**src/rtl/e_stage_reg_pkg.sv**
```systemverilog
// Shared MIPS decode constants, Tnew codes and E-stage bundle types.
// Latency: n/a (declarations only).
// Backpressure: n/a (declarations only).
package e_stage_reg_pkg;

    // Datapath and field widths
    localparam int unsigned XLEN     = 32;
    localparam int unsigned REG_W    = 5;
    localparam int unsigned MD_CNT_W = 4;

    // Default mult/div busy windows; both must fit in MD_CNT_W bits
    localparam int unsigned MULT_CYCLES_DEF = 5;
    localparam int unsigned DIV_CYCLES_DEF  = 10;

    // Canonical bubble: sll $0,$0,0
    localparam logic [XLEN-1:0] NOP = 32'h0000_0000;

    // Primary opcodes (IR[31:26])
    localparam logic [5:0] OP_RTYPE = 6'h00;
    localparam logic [5:0] OP_J     = 6'h02;
    localparam logic [5:0] OP_JAL   = 6'h03;
    localparam logic [5:0] OP_BEQ   = 6'h04;
    localparam logic [5:0] OP_BNE   = 6'h05;
    localparam logic [5:0] OP_ADDI  = 6'h08;
    localparam logic [5:0] OP_ADDIU = 6'h09;
    localparam logic [5:0] OP_SLTI  = 6'h0a;
    localparam logic [5:0] OP_SLTIU = 6'h0b;
    localparam logic [5:0] OP_ANDI  = 6'h0c;
    localparam logic [5:0] OP_ORI   = 6'h0d;
    localparam logic [5:0] OP_XORI  = 6'h0e;
    localparam logic [5:0] OP_LUI   = 6'h0f;
    localparam logic [5:0] OP_LW    = 6'h23;
    localparam logic [5:0] OP_SW    = 6'h2b;

    // R-type function codes (IR[5:0])
    localparam logic [5:0] FN_SLL   = 6'h00;
    localparam logic [5:0] FN_SRL   = 6'h02;
    localparam logic [5:0] FN_SRA   = 6'h03;
    localparam logic [5:0] FN_SLLV  = 6'h04;
    localparam logic [5:0] FN_SRLV  = 6'h06;
    localparam logic [5:0] FN_SRAV  = 6'h07;
    localparam logic [5:0] FN_JR    = 6'h08;
    localparam logic [5:0] FN_JALR  = 6'h09;
    localparam logic [5:0] FN_MFHI  = 6'h10;
    localparam logic [5:0] FN_MTHI  = 6'h11;
    localparam logic [5:0] FN_MFLO  = 6'h12;
    localparam logic [5:0] FN_MTLO  = 6'h13;
    localparam logic [5:0] FN_MULT  = 6'h18;
    localparam logic [5:0] FN_MULTU = 6'h19;
    localparam logic [5:0] FN_DIV   = 6'h1a;
    localparam logic [5:0] FN_DIVU  = 6'h1b;
    localparam logic [5:0] FN_ADD   = 6'h20;
    localparam logic [5:0] FN_ADDU  = 6'h21;
    localparam logic [5:0] FN_SUB   = 6'h22;
    localparam logic [5:0] FN_SUBU  = 6'h23;
    localparam logic [5:0] FN_AND   = 6'h24;
    localparam logic [5:0] FN_OR    = 6'h25;
    localparam logic [5:0] FN_XOR   = 6'h26;
    localparam logic [5:0] FN_NOR   = 6'h27;
    localparam logic [5:0] FN_SLT   = 6'h2a;
    localparam logic [5:0] FN_SLTU  = 6'h2b;

    // Cycles until an instruction's result can be forwarded from E
    typedef enum logic [1:0] {
        TNEW_0 = 2'd0,
        TNEW_1 = 2'd1,
        TNEW_2 = 2'd2
    } tnew_t;

    // Decoder result for one instruction word
    typedef struct packed {
        tnew_t tnew;
        logic  is_mult;
        logic  is_div;
    } dec_t;

    // Everything the ID/EX register holds for one instruction
    typedef struct packed {
        logic [XLEN-1:0]  ir;
        logic [XLEN-1:0]  pc4;
        logic [XLEN-1:0]  rs;
        logic [XLEN-1:0]  rt;
        logic [XLEN-1:0]  ext;
        logic [REG_W-1:0] fwd_addr;
        logic [XLEN-1:0]  fwd_data;
        tnew_t            tnew;
    } e_bundle_t;

endpackage

```
**src/rtl/e_stage_reg_tnew_decode.sv**
```systemverilog
// Combinational decode of an instruction word into Tnew and mult/div class.
// Latency: 0 cycles (pure combinational).
// Backpressure: none; output follows input every cycle.
module e_stage_reg_tnew_decode
    import e_stage_reg_pkg::*;
(
    input  logic [XLEN-1:0] i_ir,
    output dec_t            o_dec
);

    logic [5:0] w_op;
    logic [5:0] w_funct;

    assign w_op    = i_ir[31:26];
    assign w_funct = i_ir[5:0];

    // Classify the word; the all-zero NOP is checked first because it
    // otherwise looks like an sll and would be tagged as an ALU producer.
    always_comb begin
        o_dec         = '0;
        o_dec.tnew    = TNEW_0;
        o_dec.is_mult = 1'b0;
        o_dec.is_div  = 1'b0;
        if (i_ir != NOP) begin
            case (w_op)
                OP_LW: begin
                    o_dec.tnew = TNEW_2;
                end
                OP_ADDI, OP_ADDIU, OP_SLTI, OP_SLTIU,
                OP_ANDI, OP_ORI, OP_XORI, OP_LUI: begin
                    o_dec.tnew = TNEW_1;
                end
                OP_RTYPE: begin
                    case (w_funct)
                        FN_ADD, FN_ADDU, FN_SUB, FN_SUBU,
                        FN_AND, FN_OR, FN_XOR, FN_NOR,
                        FN_SLT, FN_SLTU,
                        FN_SLL, FN_SRL, FN_SRA,
                        FN_SLLV, FN_SRLV, FN_SRAV,
                        FN_MFHI, FN_MFLO: begin
                            o_dec.tnew = TNEW_1;
                        end
                        FN_MULT, FN_MULTU: begin
                            o_dec.is_mult = 1'b1;
                        end
                        FN_DIV, FN_DIVU: begin
                            o_dec.is_div = 1'b1;
                        end
                        default: begin
                            o_dec.tnew = TNEW_0;
                        end
                    endcase
                end
                default: begin
                    // jal, branches, stores, jumps: nothing to forward from E
                    o_dec.tnew = TNEW_0;
                end
            endcase
        end
    end

endmodule

```
**src/rtl/e_stage_reg.sv**
```systemverilog
// ID/EX pipeline register with bubble insertion, E-stage forwarding tag and mult/div busy window.
// Latency: 1 cycle from D inputs to E outputs; md_busy_out is a pure register decode.
// Backpressure: stall=1 loads a NOP bubble into E; D holds its bundle and E captures it on the first non-stall edge.
// Optional feature macro: E_REG_BUBBLE_CNT_EN adds a saturating bubble counter on bubble_cnt_out.
module e_stage_reg
    import e_stage_reg_pkg::*;
#(
    parameter int unsigned MULT_CYCLES = MULT_CYCLES_DEF,
    parameter int unsigned DIV_CYCLES  = DIV_CYCLES_DEF
)
(
    input  logic              clk,
    input  logic              reset,
    input  logic              stall,
    input  logic [XLEN-1:0]   IR_D_in,
    input  logic [XLEN-1:0]   PC4_D_in,
    input  logic [XLEN-1:0]   RS_D_in,
    input  logic [XLEN-1:0]   RT_D_in,
    input  logic [XLEN-1:0]   EXT_D_in,
    input  logic [REG_W-1:0]  Forward_Addr_D_in,
    output logic [XLEN-1:0]   IR_E_out,
    output logic [XLEN-1:0]   PC4_E_out,
    output logic [XLEN-1:0]   RS_E_out,
    output logic [XLEN-1:0]   RT_E_out,
    output logic [XLEN-1:0]   EXT_E_out,
    output logic [REG_W-1:0]  Forward_Addr_E_out,
    output logic [XLEN-1:0]   Forward_Data_E_out,
    output logic [1:0]        Tnew_E_out,
    output logic              md_busy_out
`ifdef E_REG_BUBBLE_CNT_EN
    ,
    output logic [XLEN-1:0]   bubble_cnt_out
`endif
);

    localparam logic [MD_CNT_W-1:0] L_MULT_LOAD = MD_CNT_W'(MULT_CYCLES);
    localparam logic [MD_CNT_W-1:0] L_DIV_LOAD  = MD_CNT_W'(DIV_CYCLES);

    dec_t                w_dec;
    e_bundle_t           w_d_bundle;
    e_bundle_t           r_e;
    logic [MD_CNT_W-1:0] r_md_cnt;

    e_stage_reg_tnew_decode u_tnew_decode (
        .i_ir  (IR_D_in),
        .o_dec (w_dec)
    );

    // Assemble the D-side bundle; the jal link value PC+8 is PC4+4, wrapping mod 2^32
    always_comb begin
        w_d_bundle          = '0;
        w_d_bundle.ir       = IR_D_in;
        w_d_bundle.pc4      = PC4_D_in;
        w_d_bundle.rs       = RS_D_in;
        w_d_bundle.rt       = RT_D_in;
        w_d_bundle.ext      = EXT_D_in;
        w_d_bundle.fwd_addr = Forward_Addr_D_in;
        w_d_bundle.fwd_data = PC4_D_in + 32'd4;
        w_d_bundle.tnew     = w_dec.tnew;
    end

    // ID/EX register: capture D, or load an all-zero bubble while D is stalled
    always_ff @(posedge clk or negedge reset) begin
        if (!reset) begin
            r_e <= '0;
        end else if (stall) begin
            r_e <= '0;
        end else begin
            r_e <= w_d_bundle;
        end
    end

    // Mult/div busy window: newest captured op reloads, bubbles never load,
    // and the count keeps draining through stalls
    always_ff @(posedge clk or negedge reset) begin
        if (!reset) begin
            r_md_cnt <= '0;
        end else if (!stall && w_dec.is_mult) begin
            r_md_cnt <= L_MULT_LOAD;
        end else if (!stall && w_dec.is_div) begin
            r_md_cnt <= L_DIV_LOAD;
        end else if (r_md_cnt != '0) begin
            r_md_cnt <= r_md_cnt - 1'b1;
        end
    end

`ifdef E_REG_BUBBLE_CNT_EN
    logic [XLEN-1:0] r_bubble_cnt;

    // Count inserted bubbles, sticking at all-ones instead of wrapping
    always_ff @(posedge clk or negedge reset) begin
        if (!reset) begin
            r_bubble_cnt <= '0;
        end else if (stall && (r_bubble_cnt != '1)) begin
            r_bubble_cnt <= r_bubble_cnt + 1'b1;
        end
    end

    assign bubble_cnt_out = r_bubble_cnt;
`endif

    assign IR_E_out           = r_e.ir;
    assign PC4_E_out          = r_e.pc4;
    assign RS_E_out           = r_e.rs;
    assign RT_E_out           = r_e.rt;
    assign EXT_E_out          = r_e.ext;
    assign Forward_Addr_E_out = r_e.fwd_addr;
    assign Forward_Data_E_out = r_e.fwd_data;
    assign Tnew_E_out         = r_e.tnew;
    assign md_busy_out        = (r_md_cnt != '0);

endmodule

```
**config.mk**
```make
export PLATFORM = sky130hd
export DESIGN_NAME = e_stage_reg
export DESIGN_NICKNAME = d
export VERILOG_FILES = /design/src/rtl/e_stage_reg_pkg.sv /design/src/rtl/e_stage_reg_tnew_decode.sv /design/src/rtl/e_stage_reg.sv
export SDC_FILE = /design/constraint.sdc
export NUM_CORES = 1
export LEC_CHECK = 0
export ABC_AREA = 1
export BUFFER_PORTS_ARGS = -buffer_cell sky130_fd_sc_hd__clkbuf_2
export CORE_AREA = 3 3 143 145
export DETAILED_ROUTE_END_ITERATION = 10
export DIE_AREA = 0 0 146 148
export PLACE_DENSITY = 0.82
export SETUP_SLACK_MARGIN = 0.5
export SLEW_MARGIN = 15
export SYNTH_ARGS = -nofsm -noshare
export SYNTH_HDL_FRONTEND = slang
export SYNTH_HIERARCHICAL = 1
export SYNTH_SLANG_ARGS = --single-unit
```
**constraint.sdc**
```tcl
create_clock -name clk -period 3.1 [get_ports clk]
set_input_delay 0.155 -clock clk [delete_from_list [all_inputs] [get_ports clk]]
set_output_delay 0.155 -clock clk [all_outputs]
set_load 0.01 [all_outputs]
```
-- After elaboration in Yosys (flattened, before gate mapping)
Index checks and enable logic that the tools add are counted.
- register bits after elaboration: 203
- output and inout bits: 200
- word-level logic and storage cells: 63
- add/subtract/negate cells: 2
- equality and inequality tests: 30
- multiplexer cells: 10
- reduce and logical (&&, ||, !) cells: 12
- operator list (cell ; number):
    199-bit two-way mux ; 1
    6-bit == test (second input constant) ; 11
    6-bit by 4-bit == test with 1-bit output (second input constant) ; 8
    6-bit by 5-bit == test with 1-bit output (second input constant) ; 6
    32-bit by 3-bit adder with 32-bit output (second input constant) ; 1
    32-bit nonzero test ; 1
    6-bit by 3-bit == test with 1-bit output (second input constant) ; 3
    18-bit OR reduction ; 1
    4-bit two-way mux ; 4
    6-bit by 2-bit == test with 1-bit output (second input constant) ; 2
    6-bit logical NOT ; 2
    8-bit OR reduction ; 1
    2-bit case mux with 3 select lines ; 1
    4-bit nonzero test ; 1
    2-bit OR reduction ; 2
    4-bit by 1-bit subtractor with 4-bit output (second input constant) ; 1
    1-bit two-way mux ; 3
    3-bit nonzero test ; 1
    1-bit logical AND ; 2
    2-bit two-way mux ; 1
    1-bit logical NOT ; 1

-- Longest topological paths before layout
Gate-level depths: netlist of the first run.
- depth in word-level cells: 8
- mapped depth: 10
- gate-level depth less buffers: 10

-- Modules after synthesis
Netlist of the first run, hierarchy kept.
- by module, submodules not included (module ; instances ; cells an instance ; area an instance (µm²) ; sequential area each (µm²)):
    e_stage_reg ; 1 ; 795 ; 7469.7 ; 5029.8
    e_stage_reg_tnew_decode ; 1 ; 54 ; 224.0 ; 0.0

-- Least setup slack after synthesis of the first run
OpenSTA, ideal clock, no wires.
- kind: register to register
- from: reg r_md_cnt[0]
- to: reg r_md_cnt[1]
- library setup time: 0.123 ns
- data arrival time: 1.191 ns
- required time: 2.977 ns
- setup slack: 1.786 ns
- stages on the path, launching flop included: 8
- buffers on the path: 0
- clock period less this slack: 1.314 ns
- path through: dfrtp_1 -> inv_1 -> ha_1 -> nand3_1 -> nor3_2 -> nor2_1 -> o21ai_0 -> nand2_1
- elaborated cells between the ends (all ways): 6
- those cells by class: add/sub (1); mux (3); reduce/logical (2)
- RTL lines (item ; RTL line ; RTL):
    start: declaration ; e_stage_reg.sv:42 ; logic [MD_CNT_W-1:0] r_md_cnt;
    start signal: assignment ; e_stage_reg.sv:83 ; r_md_cnt <= r_md_cnt - 1'b1;
    4-bit nonzero test ; n/a ;
    via md_busy_out ; e_stage_reg.sv:29 ; output logic md_busy_out
    3-bit nonzero test (no line) ; n/a ;
The timed path passes the listed nets, and every way through them passes these cells. The select of a mux whose other input is x is not followed.
A chain may end at the register's enable or synchronous reset.

==> results by group, run 1 <==
Status
  • Outcome: finished, final reports clean

Detailed routing
  • Routed WL: 27.22 mm
  • Post-route ant nets: 0
  • Iteration-0 DRC Markers: 444
  • Post-route DRC: 0
  • Avg Vias per Cell: around 4.5
  • Vias: between 7,000 and 8,000
  • DR pass1 iterations: 5
  • Wirelength per Cell: ~16 um

Global routing
  • Met3 Resource Use GR: 5.641%
  • Initial antenna violation count: 0
  • Met1 Track Usage GR: 27.86%
  • Pin count of the biggest net entering global routing: 101
  • GRT met2 Usage: 45.66%
  • Gr busiest metal: met2
  • First-pass GRT wire length: 42.94 mm
  • Gr ovfl total: 0
  • Number of global-route vias before repair: 8,095
  • Tot GR Track Use: between 20 and 25%

Setup path
  • CP max stage cell: dlygate4sd3_1
  • CP Max Fanout: 5
  • Critical Path, Cell by Cell: dlygate4sd3_1, clkbuf_2, nor2_1, nand3_1, nor4_1, nand2_1, inv_1, nor3_2, nor2_1, o21ai_0, nand2_1
  • CP endpoint kind: flop
  • Worst EP required: 3530 ps
  • Max stage delay on crit path: 580 ps
  • Kind of critical path: in -> reg
  • Arr. time, crit path: 2130 ps
  • Crit start category: input pin

STA
  • Tmin final: 1695 ps
  • Max-slew violations: 0
  • Worst slew pin tran: approximately 1000 ps
  • Final number of setup-violating endpoints: 0
  • RSZ-0062 raised after global routing: no
  • Final period utilization: 54.67%
  • Worst clock skew: 0.8936 ps
  • Final hold vios: 0
  • Maximum clock rate: roughly 600 MHz
  • Slew Limit Headroom: 30.20%
  • Final setup TNS: 0 ps

Die
  • Die H: 148 um
  • Die area: between 20,000 and 25,000 um^2
  • Initial Utilization: 39.79%
  • # rows: 51
  • IO Count: 368
  • Core area: about 19,000 um^2
  • Die Width: 146 um

Clocking
  • Worst skew pair latency: 490 ps
  • CTS Buf Count: 22
  • Root buffer cell: clkbuf_16
  • CTS tree: yes
  • H-tree depth: 1
  • Clock sink count: 201
  • Clock buffer depth: 3
  • CTS Hold Bufs: 166
  • Clock slew at reported path FFs: 60 ps
  • Postcts setup bufs: 0
  • Post_cts resized: 0

Logic synthesis
  • Syn Inst Count: 849
  • Area leader, netlist: dfrtp_1
  • Cell Area, Synth: between 7000 and 8000 um^2
  • Yosys top cell area share: about two thirds
  • Register area share after synthesis: about two thirds
  • Synth cell types: 30
  • Yosys reg bits: 201
  • Synth top area cells: dfrtp_1 (65%), nor2_1 (12%), inv_1 (9.4%), nand2_1 (5.0%), nand3_1 (1.5%)
  • Syn Area/Cell: approximately 9 um^2
  • Synthesized Nets: 1,020
  • YS warnings: 6

Run
  • Maxcap violations: 0

Power
  • Leakage power: between 7 and 8 nW
  • VDD IR max: 0.3740 mV
  • PD cells: between 500 and 600 nW/um^2

Placed design
  • PortBufs: 367
  • GP Congestion: 0.9537
  • HPWL Detailed: between 15 and 20 mm
  • DP Area: around 9800 um^2

Cells and area
  • Layout net count: 1,560
  • Fin util: 63.55%
  • Share of cells above drive strength 1: between 30 and 40%
  • Cell area after layout: 12,290 um^2
  • Area grow syn2layout: 59.72%
  • Ant diodes: 0

Min path
  • HP Class: in -> reg
-- kinds of logic (layout without fill, tap and decap cells) --
kind of cell / after synthesis / after routing / synth area share (%)
xor+xnor: 1 / 1 / 0.1139
simple gates: 396 / 396 / 20.98
compound gates: 32 / 32 / 2.179
flops: 201 / 201 / 65.38
fa+ha+maj: 3 / 3 / 0.4879
buf+inv: 216 / 772 / 10.86
-- final cells by class --
cell class / count / area, um^2
clock buffers: 31 / 655.6
clock inverters: 9 / 147.6
fillers: 1448 / 7047
inverters: 193 / 724.4
multi-input cells: 432 / 1828
flip-flops and latches: 201 / 5030
well taps: 265 / 331.6
repair buffers: 539 / 3571
-- worst max-delay path, delay by kind of cell --
family	cells	cell delay [ps]
AOI/OAI and AO/OA	1	100
and+or+nand+nor	7	1040
buffers and inverters	3	850
-- cells in the final DEF (no fill, tap or decap), types with 5 or more instances in the layout --
cell type	synthesis	final
buf_4	2	5
a21oi_1	15	15
dlygate4sd3_1	0	166
o21ai_0	13	13
clkbuf_16	0	23
nand2_1	103	103
nand3_1	23	23
dfrtp_1	201	201
clkbuf_8	0	6
clkbuf_2	0	365
inv_1	192	192
nor2_1	250	250
-- path summary, 6_finish.rpt --
check	cells after the start	start	endpoint	slack, ps
worst max-delay path	11	IR_D_in[28]	r_md_cnt[1]$_DFFE_PN0P_	1410
worst min register to register	2	r_md_cnt[0]$_DFFE_PN0P_	r_md_cnt[0]$_DFFE_PN0P_	540
worst max register to register	7	r_md_cnt[0]$_DFFE_PN0P_	r_md_cnt[1]$_DFFE_PN0P_	1670
max in group asynchronous	3	reset	RS_E_out[9]$_DFF_PN0_	1990
min in group asynchronous	2	reset	Forward_Data_E_out[23]$_DFF_PN0_	270
worst min-delay path	5	stall	Forward_Data_E_out[18]$_DFF_PN0_	120
-- stage by stage --
| stage | instances | hold WS [ps] | total power [mW] | setup WS [ps] |
|---|---|---|---|---|
| detailed placement | 1464 | 273.6 | 3.663 | 1530 |
| floorplan | 849 | -140.6 | 3.234 | 1786 |
| global placement | 1464 | 263.4 | 3.630 | 1567 |
| global route | 1670 | 125.8 | 6.941 | 1177 |
| finish | 1670 | 117.1 | 6.679 | 1405 |
| CTS | 1670 | 93.87 | 6.695 | 1444 |
-- Yosys cell counts --
| library cell | instances |
|---|---|
| nand3_1 | 23 |
| nand4_1 | 1 |
| inv_1 | 192 |
| a31oi_1 | 1 |
| nor4_1 | 2 |
| nor2_8 | 1 |
| clkbuf_1 | 4 |
| o21ai_1 | 1 |
| dfrtp_1 | 201 |
| xor2_1 | 1 |
| nor2_4 | 4 |
| ha_1 | 3 |
| nand3b_1 | 1 |
| inv_2 | 1 |
| a21oi_1 | 15 |
| nor3_2 | 1 |
| nand2_2 | 1 |
| nor3_1 | 1 |
| nor3b_1 | 1 |
| nand2_1 | 103 |
| o21ai_0 | 13 |
| or2_0 | 1 |
| buf_2 | 14 |
| o31ai_1 | 1 |
| nor2_2 | 4 |
| a2bb2oi_1 | 1 |
| nor2_1 | 250 |
| buf_4 | 2 |
| buf_1 | 3 |
| nand2_4 | 2 |
-- registers in the layout, summed over array words and instances (netlist names) --
register and flops:
RS_E_out 32, Forward_Data_E_out 32, Tnew_E_out 2, EXT_E_out 32, RT_E_out 32, IR_E_out 32
PC4_E_out 30, r_md_cnt 4, Forward_Addr_E_out 5
-- report_power, final --
| part | switching, mW | internal (mW) |
|---|---|---|
| sequential | 0.0709 | 2.78 |
| clock | 1.06 | 1.81 |
| combinational | 0.539 | 0.422 |
| total | 1.67 | 5.01 |
-- layer usage --
metal  routed length (um)  vias to the layer above
met5                    0                        -
met4                 1050                        0
met3                 1951                       82
met2                14340                      364
met1                 9879                     3553
li1                     -                     3523
No activity file was read; power rests on OpenSTA's default activity.
==> inputs of run 2 (changes only) <==
Clock period 3.1 ns to 1.71 ns, I/O delays scaled along.
==> run 2 against run 1 <==
Critical path depth is 7 lower. Routed wire length grew 8.0%. Cell count up 2.2%. Clock power up 72%. Design area increased by 4.4%. Critical path type is now reg -> out. Highest routed layer unchanged.
==> results by group, run 2 (synthesis gave the netlist of run 1 again) <==
STA
  • Worst slew pin tran: 547.5 ps (-499.5 ps)
  • Final hold vios: 0 (unchanged)
  • Maximum clock rate: 715.8 MHz
  • Final period utilization: 81.70%
  • Slew Limit Headroom: 63.38% (+33 points)
  • Worst clock skew: 2.153 ps (+1.260 ps)
  • Final number of setup-violating endpoints: 0 (unchanged)
  • Tmin final: 1397 ps
  • Max-slew violations: 0 (unchanged)
  • WHS: 55.07 ps (-62.07 ps)
  • Final setup TNS: 0 ps (unchanged)
  • RSZ-0062 raised after global routing: yes

Power
  • Combinational share of power: 17.2% (+2.8 points)
  • Net switching fraction of the power: 26.32% (+1.3 points)
  • VDD IR max: 0.7828 mV (+110%)
  • Clock power frac: 40.4% (-2.5 points)
  • NetSw: 3.209 mW (+92%)
  • PD cells: 950.8 nW/um^2 (+75%)
  • Register share of total power: 42.5% (-0.2 points)
  • Total power: 12.19 mW (+83%)
  • Leakage power: 7.356 nW (+3.1%)
  • Internal: 8.983 mW (+79%)

Die
  • IO Count: 368 (unchanged)
  • Core area: 19,330 um^2 (unchanged)
  • Die H: 148 um (unchanged)
  • # rows: 51 (unchanged)
  • Die Width: 146 um (unchanged)
  • Initial Utilization: 39.79% (unchanged)
  • Die area: 21,610 um^2 (unchanged)

Setup path
  • Worst EP required: 1620 ps (-1910 ps)
  • Arr. time, crit path: 1310 ps (-820 ps)
  • Reg2reg start: r_md_cnt[1]$_DFFE_PN0P_
  • Crit start category: flop
  • Reg2Reg Depth: 7 (unchanged)
  • Reg-to-reg slack, setup: 390 ps (-1280 ps)
  • CP max stage cell: dfrtp_1
  • Max stage delay on crit path: 400 ps (-180 ps)
  • Kind of critical path: reg -> out
  • CP endpoint kind: output pin
  • CP Max Fanout: 2 (-3)
  • CP Launch Point: r_md_cnt[1]$_DFFE_PN0P_
  • R2R Path End: r_md_cnt[0]$_DFFE_PN0P_
  • Critical Path, Cell by Cell: inv_2, ha_4, nand3_4, buf_8

Global routing
  • Number of global-route vias before repair: 8,414 (+3.9%)
  • Tot GR Track Use: 26.41% (+1.7 points)
  • Gr ovfl total: 0 (unchanged)
  • Pin count of the biggest net entering global routing: 85 (-16%)
  • First-pass GRT wire length: 45.44 mm (+5.8%)
  • Initial antenna violation count: 1 (+1)

Min path
  • Hold Path Cell Cnt: 6 (+1)
  • HP Class: in -> reg
  • Hold Path Origin: IR_D_in[5]
  • Hold path endpoint: r_md_cnt[2]$_DFFE_PN0P_

Cells and area
  • Highest-count cells in the layout ignoring fill and taps: clkbuf_2 (356), nor2_1 (230), dfrtp_1 (201)
  • Share of cells above drive strength 1: 33.52% (+3.3 points)
  • Most common cell after layout, fill and taps aside: clkbuf_2
  • Final Instance Count excl. Fillers: 1,707 (+2.2%)
  • Area grow syn2layout: 66.68%
  • Fillcell total: 1,395 (-3.7%)
  • Cell area after layout: 12,820 um^2 (+4.4%)
  • Layout net count: 1,597 (+2.4%)

Clocking
  • CTS Buf Count: 22 (unchanged)
  • Worst skew pair latency: 490 ps (about the same)
  • H-tree depth: 1 (unchanged)
  • Root buffer cell: clkbuf_16
  • Clock slew at reported path FFs: 60 ps (about the same)
  • Clock sink count: 201 (unchanged)
  • CTS tree: yes
  • Clock buffer depth: 3 (unchanged)

Placed design
  • GP Congestion: 0.9361 (-1.8%)
  • HPWL Detailed: 17.55 mm (+1.3%)
  • DP Area: 9937 um^2 (+1.2%)
  • Placed Cells: 1,470 (+0.41%)
  • PortBufs: 367 (unchanged)

Detailed routing
  • Avg Vias per Cell: 4.622 (+2.6%)
  • Post-route ant nets: 0 (unchanged)
  • Post-route DRC: 0 (unchanged)
  • Vias: 7,889 (+4.9%)
  • DR pass1 iterations: 6 (+1)
  • Iteration-0 DRC Markers: 521 (+17%)
  • Routed WL: 29.39 mm (+8.0%)
  • Wirelength per Cell: 17.22 um (+5.6%)

Status
  • Outcome: finished, final reports clean

Run
  • Maxcap violations: 0 (unchanged)
## run 2: cell count changes in the layout (fill, tap and decap cells not counted), sizes merged
cell and change:
buf +27, bufinv -1, clkbuf -14, clkinv +4, clkinvlp +1, diode +1
dlygate4sd3 +15, dlymetal6s4s +4
## run 2: power by group through the flow
stage / Combinational (mW) / Sequential (mW) / Clock, mW
6_report: 2.09 / 5.18 / 4.92
5_1_grt: 2.26 / 5.20 / 5.18
4_1_cts: 1.96 / 5.16 / 4.96
3_5_place_dp: 1.49 / 5.25 / 0
3_3_place_gp: 1.44 / 5.24 / 0
2_1_floorplan: 0.579 / 5.36 / 0
## run 2: cell type report
cell class                      count  area (um^2)  area share (%)
Clock buffer                       26        596.8           4.654
Antenna cell                        1        2.502         0.01951
Sequential cell                   201         5030           39.22
Multi-Input combinational cell    432         2018           15.74
Tap cell                          265        331.6           2.586
Timing Repair Buffer              576         3968           30.94
Clock inverter                     13        152.6           1.190
Inverter                          193        724.4           5.649
## run 2: per-layer routing
layer | GRT usage [%] | wire length (um)
met3 | 6.223 | 2371
met5 | 0 | 0
met2 | 48.36 | 15380
met4 | 11.01 | 1185
met1 | 29.63 | 10450
## run 2: how the worst max path moves through the flow
stage | depth (start not counted) | end
3_3_place_gp | 10 | r_md_cnt[1]$_DFFE_PN0P_
5_1_grt | 4 | md_busy_out
4_1_cts | 4 | md_busy_out
3_5_place_dp | 10 | r_md_cnt[1]$_DFFE_PN0P_
2_1_floorplan | 7 | r_md_cnt[1]$_DFFE_PN0P_
6_report | 4 | md_busy_out
## run 2: worst max-delay path, delay by kind of cell (launching register included)
kind | cells | cell delay (ps)
flops | 1 | 400
buf+inv | 2 | 220
fa+ha+maj | 1 | 140
simple gates | 1 | 70
## run 2: timing repair
action / CTS / global route
setup endpoints to repair: 4 / 29
resized for setup: 1 / 68
endpoints found under the hold margin: 398 / 0
pin swaps: 3 / 11
hold buffers: 185 / 0
buffers inserted: 7 / 5
## run 2: per-stage QoR
step / worst slack, ps / util (%)
after floorplan: 477.5 / -
after global placement: 298.4 / 51.39
after detailed placement: 239.7 / 51.39
after CTS: 288.5 / 65.17
after global routing: 271.2 / 66.32
final: 312.9 / 66.32
==> inputs of run 3 (changes only) <==
Settings changed: ABC_AREA 1 to 0, PLACE_DENSITY 0.82 to 0.79.
Clock period 1.71 ns to 1.36 ns, I/O delays scaled along.
==> run 3 against run 2 <==
The run now ends with negative hold slack, negative setup slack left. Routed wire length is 0.19% higher. Clock power is 5.9% higher. Synthesized cell count is 34% lower. Largest cell class unchanged.
==> results by group, run 3 <==
Status
  • Outcome: finished with violations
  • Failing checks: negative hold slack, negative setup slack

Clocking
  • CTS Buf Count: 21 (-4.5%)
  • Clock buffer depth: 3 (unchanged)
  • Root buffer cell: clkbuf_16
  • Clock slew at reported path FFs: 60 ps (about the same)
  • Worst skew pair latency: 480 ps (about the same)
  • Clock sink count: 201 (unchanged)
  • CTS tree: yes
  • H-tree depth: 1 (unchanged)

Global routing
  • Pin count of the biggest net entering global routing: 65 (-24%)
  • Number of global-route vias before repair: 7,518 (-11%)
  • First-pass GRT wire length: 42.49 mm (-6.5%)
  • GRT met2 Usage: 44.59% (-3.8 points)
  • Tot GR Track Use: 24.96% (-1.5 points)
  • Met1 Track Usage GR: 27.20% (-2.4 points)
  • Initial antenna violation count: 0 (-1)
  • Gr ovfl total: 0 (unchanged)
  • Gr busiest metal: met2
  • Met3 Resource Use GR: 6.376% (+0.15 points)

Setup path
  • CP endpoint kind: output pin
  • Crit start category: flop
  • Arr. time, crit path: 1650 ps (+340 ps)
  • CP Max Fanout: 2 (unchanged)
  • Kind of critical path: reg -> out
  • Max stage delay on crit path: 400 ps (about the same)
  • CP max stage cell: or3b_4
  • Worst EP required: 1290 ps (-330 ps)
  • Critical Path, Cell by Cell: inv_2, ha_4, or3b_4, clkbuf_8

Logic synthesis
  • YS warnings: 6 (unchanged)
  • Compound-Gate Fraction of Synth Area: 1.812% (-0.37 points)
  • Async set-reset flop share out of synthesis: 100.0% (unchanged)
  • Multiplexer area fraction after synthesis: 1.255% (+1.3 points)
  • Synthesized Nets: 733 (-28%)
  • Top_reg_cell synth: dfrtp_1
  • Yosys top cell area share: 70.05% (+4.7 points)
  • Synth cell types: 34 (+13%)
  • Syn Inst Count: 562 (-34%)
  • Synth Area in Adders: 0.5227% (+0.035 points)
  • Cell Area, Synth: 7181 um^2 (-6.7%)
  • Yosys reg bits: 201 (unchanged)
  • Most frequent cell after synthesis: dfrtp_1
  • Main combinational cell family by area after synthesis: simple AND/OR/NAND/NOR gates
  • Synth Area in XOR/XNOR: 1.586% (+1.5 points)
  • Post-synthesis simple-gate area fraction: 22.53% (+1.6 points)
  • EDFF count, synth: 0 (unchanged)
  • Area leader, netlist: dfrtp_1
  • Synth cell count leaders: dfrtp_1 (201), nor2b_1 (160), nor2_1 (34)
  • Syn Area/Cell: 12.78 um^2 (+41%)
  • Synth top area cells: dfrtp_1 (70%), nor2b_1 (14%), nor2_1 (1.8%), mux2_2 (1.3%), xnor2_1 (1.2%)
  • Register area share after synthesis: 70.05% (+4.7 points)

STA
  • Final period utilization: 126.7%
  • WHS: -33.34 ps (-88.41 ps)
  • Post-route setup slack: -362.9 ps (-675.8 ps)
  • Max-slew violations: 0 (unchanged)
  • Tmin final: 1723 ps
  • Worst clock skew: 5.054 ps (+2.900 ps)
  • Final number of setup-violating endpoints: 5 (+5)
  • Slew Limit Headroom: 64.35% (+0.97 points)
  • RSZ-0062 raised after global routing: yes
  • Worst slew pin tran: 533.2 ps (-14.28 ps)
  • Maximum clock rate: 580.4 MHz
  • Final hold vios: 11 (+11)

Cells and area
  • Layout net count: 1,345 (-16%)
  • Area grow syn2layout: 85.36%
  • Ant diodes: 0 (-1)
  • Share of cells above drive strength 1: 45.05% (+12 points)
  • Most common cell after layout, fill and taps aside: dfrtp_1
  • Final Instance Count excl. Fillers: 1,446 (-15%)
  • Highest-count cells in the layout ignoring fill and taps: dfrtp_1 (201), dlygate4sd3_1 (166), nor2b_1 (160)

Die
  • Initial Utilization: 37.14% (-2.7 points)
  • Die H: 148 um (unchanged)
  • Core area: 19,330 um^2 (unchanged)
  • Die Width: 146 um (unchanged)
  • # rows: 51 (unchanged)
  • IO Count: 368 (unchanged)
  • Die area: 21,610 um^2 (unchanged)

Min path
  • HP Class: in -> reg

Run
  • Maxcap violations: 0 (unchanged)

Power
  • PD cells: 1102 nW/um^2 (+16%)
  • VDD IR max: 0.7911 mV (+1.1%)
  • Leakage power: 6.725 nW (-8.6%)

Placed design
  • Placed Cells: 1,219 (-17%)
  • HPWL Detailed: 16.52 mm (-5.9%)
  • PortBufs: 367 (unchanged)
  • DP Worst Slack: -413.3 ps (-653.0 ps)
  • GP Congestion: 0.8575 (-8.4%)

Detailed routing
  • Routed WL: 29.45 mm (+0.19%)
  • Post-route ant nets: 0 (unchanged)
  • DR pass1 iterations: 4 (-2)
  • Vias: 6,931 (-12%)
  • Iteration-0 DRC Markers: 233 (-55%)
  • Wirelength per Cell: 20.36 um (+18%)
  • Avg Vias per Cell: 4.793 (+3.7%)
  • Post-route DRC: 0 (unchanged)
run 3: changes by cell type in the layout (fill, tap and decap cells not counted), moves of 34 or more:
cell / before / now
buf_4: 23 / 57
nor2b_1: 0 / 160
inv_1: 189 / 7
clkbuf_2: 356 / 156
nand2_1: 93 / 12
buf_2: 4 / 117
buf_6: 2 / 79
nor2_1: 230 / 32
run 3: final timing paths:
| path | end | cells after the start | slack [ps] | start |
|---|---|---|---|---|
| max | md_busy_out | 4 | -360 | r_md_cnt[1]$_DFFE_PN0P_ |
| min | Forward_Data_E_out[18]$_DFF_PN0_ | 4 | -30 | PC4_D_in[18] |
| max reg2reg | r_md_cnt[0]$_DFFE_PN0P_ | 9 | -330 | r_md_cnt[1]$_DFFE_PN0P_ |
| min reg2reg | r_md_cnt[2]$_DFFE_PN0P_ | 3 | 640 | r_md_cnt[2]$_DFFE_PN0P_ |
| max in group asynchronous | Forward_Data_E_out[15]$_DFF_PN0_ | 3 | 710 | reset |
| min in group asynchronous | RT_E_out[18]$_DFF_PN0_ | 2 | 90 | reset |
run 3: what timing repair did:
item                                    CTS  global route
setup buffers                            15             9
hold endpoints to repair                386             9
pin swaps                                19            21
gates cloned                              2             0
resized for setup                        71           307
hold buffers                            169             5
endpoints found under the setup margin  223           236
run 3: where the power goes:
group	internal [mW]	switching (mW)	total (mW)
Combinational	1.61	1.31	2.92
Sequential	6.34	0.191	6.54
Clock	2.96	2.25	5.21
run 3: final cells by class:
type | instances | area, um^2
timing repair buffer | 614 | 4931
clock inverter | 3 | 18.77
fill | 1264 | 6025
clock buffer | 27 | 578.1
tap | 265 | 331.6
inverter | 11 | 41.29
sequential | 201 | 5030
multi-input combinational | 325 | 2380
run 3: per-stage QoR:
step / utilization [%] / power (mW) / TNS, ps / instance area (um^2)
final: 68.84 / 14.66 / -1510 / 13310
after global routing: 68.84 / 15.23 / -1868 / 13310
after CTS: 65.46 / 14.29 / -1159 / 12660
after detailed placement: 50.82 / 8.500 / -5996 / 9826
after global placement: 50.82 / 8.430 / -4709 / 9826
after floorplan: - / 7.433 / -855.0 / 7340
run 3: critical path: cells and delay by family (launching register included):
family,cells,cell delay (ps)
AND/OR/NAND/NOR,1,400
adder cells (fa/ha/maj),1,130
flip-flops,1,390
buffers and inverters,2,250
run 3: logic make-up after synthesis:
family | count (synthesis)
AOI/OAI and AO/OA | 24
buffers and inverters | 38
muxes | 8
adders and majority gates | 3
DFF | 201
and+or+nand+nor | 275
xor gates and xnor gates | 13
run 3: layer usage:
layer	vias to the layer above	share of wire, %
met5	-	0
met4	0	5.0
met3	104	7.2
met2	342	53
met1	3450	35
li1	3035	-
